File: src/rtl/out_uart_tx.sv
// out_uart_tx: captures ALU result words into a small FIFO and sends each one as an 8N1 UART frame.
// Optional OUT_UART_HEX_EN: send the ASCII hex digit of data_in[3:0] instead of the raw zero-extended word.
module out_uart_tx #(
    parameter int BIT_WIDTH    = 4,
    parameter int CLKS_PER_BIT = 16,
    parameter int FIFO_DEPTH   = 8
) (
    input  logic                 clk,
    input  logic                 rst,
    input  logic [BIT_WIDTH-1:0] data_in,
    input  logic                 data_valid,
    output logic                 tx,
    output logic                 busy,
    output logic                 fifo_full,
    output logic                 fifo_empty,
    output logic [7:0]           drop_count
);
    localparam int AW = $clog2(FIFO_DEPTH);
    localparam int CW = $clog2(CLKS_PER_BIT);
    localparam logic [AW:0]   FULL_CNT  = (AW+1)'(FIFO_DEPTH);
    localparam logic [CW-1:0] BAUD_LAST = CW'(CLKS_PER_BIT - 1);

    typedef enum logic [1:0] {IDLE, START, DATA, STOP} state_t;

    state_t               state;
    logic [CW-1:0]        baud;
    logic [2:0]           bit_idx;
    logic [7:0]           shift;

    logic [BIT_WIDTH-1:0] mem [FIFO_DEPTH];
    logic [AW-1:0]        wr_ptr;
    logic [AW-1:0]        rd_ptr;
    logic [AW:0]          count;

    logic                 baud_done;
    logic                 pop;
    logic                 push;
    logic [7:0]           head_byte;

    assign baud_done  = (baud == BAUD_LAST);
    assign fifo_full  = (count == FULL_CNT);
    assign fifo_empty = (count == '0);

    // The FSM pops while idle, or on the final stop-bit cycle to chain frames with no gap.
    assign pop  = !fifo_empty && ((state == IDLE) || (state == STOP && baud_done));
    // A same-cycle pop frees a slot, so a full FIFO still accepts the push.
    assign push = data_valid && (!fifo_full || pop);

`ifdef OUT_UART_HEX_EN
    logic [3:0] head_nib;
    assign head_nib  = 4'(8'(mem[rd_ptr]));
    assign head_byte = (head_nib < 4'd10) ? (8'h30 + {4'h0, head_nib})
                                          : (8'h37 + {4'h0, head_nib});
`else
    assign head_byte = 8'(mem[rd_ptr]);
`endif

    always_ff @(posedge clk) begin
        if (push) begin
            mem[wr_ptr] <= data_in;
        end
    end

    always_ff @(posedge clk) begin
        if (rst) begin
            wr_ptr     <= '0;
            rd_ptr     <= '0;
            count      <= '0;
            drop_count <= '0;
        end else begin
            if (push) begin
                wr_ptr <= wr_ptr + AW'(1);
            end
            if (pop) begin
                rd_ptr <= rd_ptr + AW'(1);
            end
            if (push && !pop) begin
                count <= count + (AW+1)'(1);
            end else if (pop && !push) begin
                count <= count - (AW+1)'(1);
            end
            if (data_valid && !push && drop_count != 8'hFF) begin
                drop_count <= drop_count + 8'd1;
            end
        end
    end

    // tx and busy are registered alongside the state so they line up with the frame exactly.
    always_ff @(posedge clk) begin
        if (rst) begin
            state   <= IDLE;
            baud    <= '0;
            bit_idx <= '0;
            shift   <= '0;
            tx      <= 1'b1;
            busy    <= 1'b0;
        end else begin
            case (state)
                IDLE: begin
                    tx   <= 1'b1;
                    busy <= 1'b0;
                    if (pop) begin
                        shift <= head_byte;
                        state <= START;
                        baud  <= '0;
                        tx    <= 1'b0;
                        busy  <= 1'b1;
                    end
                end
                START: begin
                    if (baud_done) begin
                        state   <= DATA;
                        baud    <= '0;
                        bit_idx <= '0;
                        tx      <= shift[0];
                    end else begin
                        baud <= baud + CW'(1);
                    end
                end
                DATA: begin
                    if (baud_done) begin
                        baud <= '0;
                        if (bit_idx == 3'd7) begin
                            state <= STOP;
                            tx    <= 1'b1;
                        end else begin
                            bit_idx <= bit_idx + 3'd1;
                            shift   <= {1'b0, shift[7:1]};
                            tx      <= shift[1];
                        end
                    end else begin
                        baud <= baud + CW'(1);
                    end
                end
                STOP: begin
                    if (baud_done) begin
                        baud <= '0;
                        if (pop) begin
                            shift <= head_byte;
                            state <= START;
                            tx    <= 1'b0;
                        end else begin
                            state <= IDLE;
                            tx    <= 1'b1;
                            busy  <= 1'b0;
                        end
                    end else begin
                        baud <= baud + CW'(1);
                    end
                end
                default: begin
                    state <= IDLE;
                    tx    <= 1'b1;
                    busy  <= 1'b0;
                end
            endcase
        end
    end
endmodule

File: config.mk
export PLATFORM = sky130hd
export DESIGN_NAME = out_uart_tx
export DESIGN_NICKNAME = d
export VERILOG_FILES = /design/src/rtl/out_uart_tx.sv
export SDC_FILE = /design/constraint.sdc
export NUM_CORES = 1
export LEC_CHECK = 0
export ABC_CLOCK_PERIOD_IN_PS = 8400
export CORE_AREA = 2 2 137 86
export DETAILED_ROUTE_END_ITERATION = 12
export DIE_AREA = 0 0 139 88
export HOLD_SLACK_MARGIN = 0.06
export PLACE_DENSITY = 0.5
export SLEW_MARGIN = 25
export SYNTH_ARGS = -nofsm -noshare
export SYNTH_HDL_FRONTEND = slang
export SYNTH_SLANG_ARGS = --single-unit
File: constraint.sdc
create_clock -name clk -period 8.4 [get_ports clk]
set_clock_uncertainty 0.2 [all_clocks]
set_input_delay 1.68 -clock clk [delete_from_list [all_inputs] [get_ports clk]]
set_output_delay 1.68 -clock clk [all_outputs]
set_load 0.01 [all_outputs]
==> impl_results.md <==
- Status: finished clean
- Total CTS buffers: 9
- Most common cell after layout, fill and taps aside: dfxtp_1
- Longest Clk Path Bufs: 2
- Routed wire length: between 6000 and 7000 um
- Worst slew pin tran: slightly below 1 ns
- Cell Area, Synth: between 0.003 and 0.004 mm^2
- Clk pin slew, worst setup/hold paths: roughly 0.060 ns
- WL per Instance: ~15 um
- Initial core utilization: roughly 30%
- Total number of vias: 2228
- Most frequent cells in the layout: dfxtp_1, edfxtp_1, nor2_1, a21oi_1, mux2i_1
- Max-slew violations: 0
- Worst Min Path Start: bit_idx[2]
- Critical path startpoint: data_valid
- Crit path DAT: between 4 and 5 ns
- R2R Path End: count[3]
- Cells after Synth: 289
- CP Data Required Time: roughly 8.4 ns
- P_sw: ~0.40 mW
- Antenna violations before repair: 0
- Worst Setup Start Kind: input port
- Number of DRC markers in iteration 0: about 180
- PortBufs: 18
- Share of cells above drive strength 1: between 10% and 20%
- Max transition margin: roughly 35%
- Clock Sinks: between 60 and 70
- Worst-Skew Late Latency: around 0.33 ns
- Int Pwr: 0.826 mW
- Cell area power density: around 320 mW/mm^2
- Die Area: roughly 0.012 mm^2
- Vias in the first global route: between 2k and 2.5k
- Core Region: approximately 0.011 mm^2
- Reg2reg setup slack: between 4 and 5 ns
- Synth cell types: 52
- Logic pwr share: between 30% and 40%
- Yosys Warn Count: 0
- Cell Rows: 30
- RSZ-0062 raised after global routing: false
- Synthesized Nets: slightly above 300
- Fmax: about 250 MHz
- Die Ht: 88 um
- Hold WC Path Type: reg2reg
- Crit path time final: a little over 4 ns
- Largest net degree at the start of global routing: 39
- VDD IR max: ~0.13 mV
- Antenna Cells: 0
- Cts repair resizes: 0
- Sequential-to-total area share from yosys stat: between 50% and 60%
- Post-route DRC: 0
- Antenna viol nets, final: 0
- Clock power share: 33.4%
- Area Overhead vs Synth: 19.8%
- Critical path class: in2reg
- CTS tree: built
- DRT Pass-1 Iters: 4
- Tcrit/Tclk final: ~48%
- IO Count: 19
- Total GRT Usage: a little under an eighth
- Final instance area: about 0.0038 mm^2
- Setup WS pre-CTS: ~4.0 ns
- # Post-CTS Setup Buffers: 0
- Hold Fails Final Rpt: 0
- Final #Nets: 328
- RR Startpoint: state[0]
- Htree depth: 3
- Grt ovf: 0
- Sw Ratio: between 30% and 40%
- Worst R2R Path Depth: 13
- Post-synthesis average cell area: between 10 and 15 um^2
- Post-DP HPWL: ~4500 um
- Crit end category: register
- Vias/cell: between 4 and 5
- Clk root buf: clkbuf_16
- Chip Width: around 140 um
- Yosys reg bits: 68
- Seq pwr share: 36.0%
- GPL Wtd Cong: slightly below 0.8
- Crit-path max FO: 9
- Leak Pwr: 1.32 nW
- Final setup viols: 0
- Total of max-cap violations: 0
- Global-route wire length before repair: around 11000 um
- Setup TNS: 0 ns
- Area after DPL: 0.00352 mm^2
- Total Power: 1.22 mW
- Cts hold-fix bufs: 0
- Critical Path End: count[3]
- Final WS setup: approximately 4.4 ns
how the worst min path moves through the flow:
stage | endpoint | cells after the start
after CTS | bit_idx[2] | 2
after detailed placement | bit_idx[2] | 2
after global placement | bit_idx[1] | 2
after floorplan | bit_idx[1] | 2
final | bit_idx[2] | 2
after global routing | bit_idx[2] | 2
stage by stage:
step	instances	utilization, %	hold WS (ns)
6_report	455	35.1	0.257
5_1_grt	455	35.1	0.289
4_1_cts	455	35.1	0.261
3_5_place_dp	439	32.1	0.253
3_3_place_gp	439	32.1	0.250
2_1_floorplan	289	-	0.236
kinds of logic (layout without fill, tap and decap cells):
family | after synthesis | count (layout) | synth area share [%]
simple gates | 89 | 89 | 15.4
flops | 68 | 68 | 52.4
buf+inv | 23 | 45 | 3.12
fa+ha+maj | 15 | 15 | 6.08
mux | 25 | 25 | 9.16
xor+xnor | 3 | 3 | 0.819
compound gates | 66 | 66 | 13.1
worst max-delay path, stage by stage:
cell and delay (ns):
clkdlybuf4s50_1 0.63, nand2_1 0.18, inv_1 0.11, ha_1 0.16, inv_1 0.09, ha_1 0.28
a21o_2 0.21, a21oi_1 0.17, mux2i_1 0.21, mux2_2 0.34
cell type report:
type	count	area, um^2
clock buffer	10	239
clock inverter	6	87.6
fill	1111	7120
inverter	9	33.8
multi-input combinational	198	1430
sequential	68	1680
tap	144	180
timing repair buffer	20	195
cells in the mapped netlist (all sizes together):
cell / number / area [um^2]
ha: 14 / 175
and4: 1 / 8.76
or3: 4 / 25.0
or4: 5 / 37.5
dfxtp: 36 / 721
and2: 2 / 13.8
o31a: 1 / 10.0
a22oi: 1 / 7.51
xnor2: 2 / 17.5
edfxtp: 32 / 961
a311oi: 2 / 17.5
xor2: 1 / 8.76
nor4b: 2 / 23.8
nand2: 15 / 56.3
nor2: 25 / 93.8
nor2b: 4 / 25.0
buf: 4 / 28.8
nand4: 3 / 18.8
nand3b: 2 / 15.0
mux2: 2 / 26.3
o2111ai: 1 / 8.76
nand3: 9 / 45.0
a211oi: 7 / 52.6
and4b: 1 / 10.0
inv: 9 / 33.8
clkbuf: 10 / 37.5
nor4: 2 / 27.5
mux2i: 20 / 200
o211ai: 2 / 15.0
mux4: 3 / 67.6
and3: 2 / 12.5
or3b: 1 / 8.76
fa: 1 / 20.0
nand2b: 4 / 25.0
o31ai: 7 / 57.6
a21oi: 25 / 125
o21a: 4 / 30.0
a21o: 2 / 16.3
o21ai: 12 / 60.1
nor3: 7 / 46.3
a31oi: 2 / 18.8
sequential cells by signal, summed over array words and instances, names as in the netlist, named ones only:
name,cells
mem,32
drop_count,8
baud,4
count,4
shift,4
bit_idx,3
rd_ptr,3
wr_ptr,3
state,2
busy,1
tx,1
power groups by stage:
| stage | Combinational, mW | Clock, mW | Sequential [mW] |
|---|---|---|---|
| 6_report | 0.374 | 0.408 | 0.440 |
| 5_1_grt | 0.426 | 0.435 | 0.447 |
| 4_1_cts | 0.379 | 0.420 | 0.440 |
| 3_5_place_dp | 0.376 | 0 | 0.447 |
| 3_3_place_gp | 0.376 | 0 | 0.447 |
| 2_1_floorplan | 0.301 | 0 | 0.426 |
routing by layer:
| metal | share of wire (%) | up-vias | global-route usage, % |
|---|---|---|---|
| met2 | 41 | 42 | 16.5 |
| li1 | - | 1118 | - |
| met1 | 53 | 1066 | 16.1 |
| met4 | 0.54 | 0 | 3.03 |
| met5 | 0 | - | 0 |
| met3 | 5.7 | 2 | 5.08 |
Power figures use the tool's default switching activity.
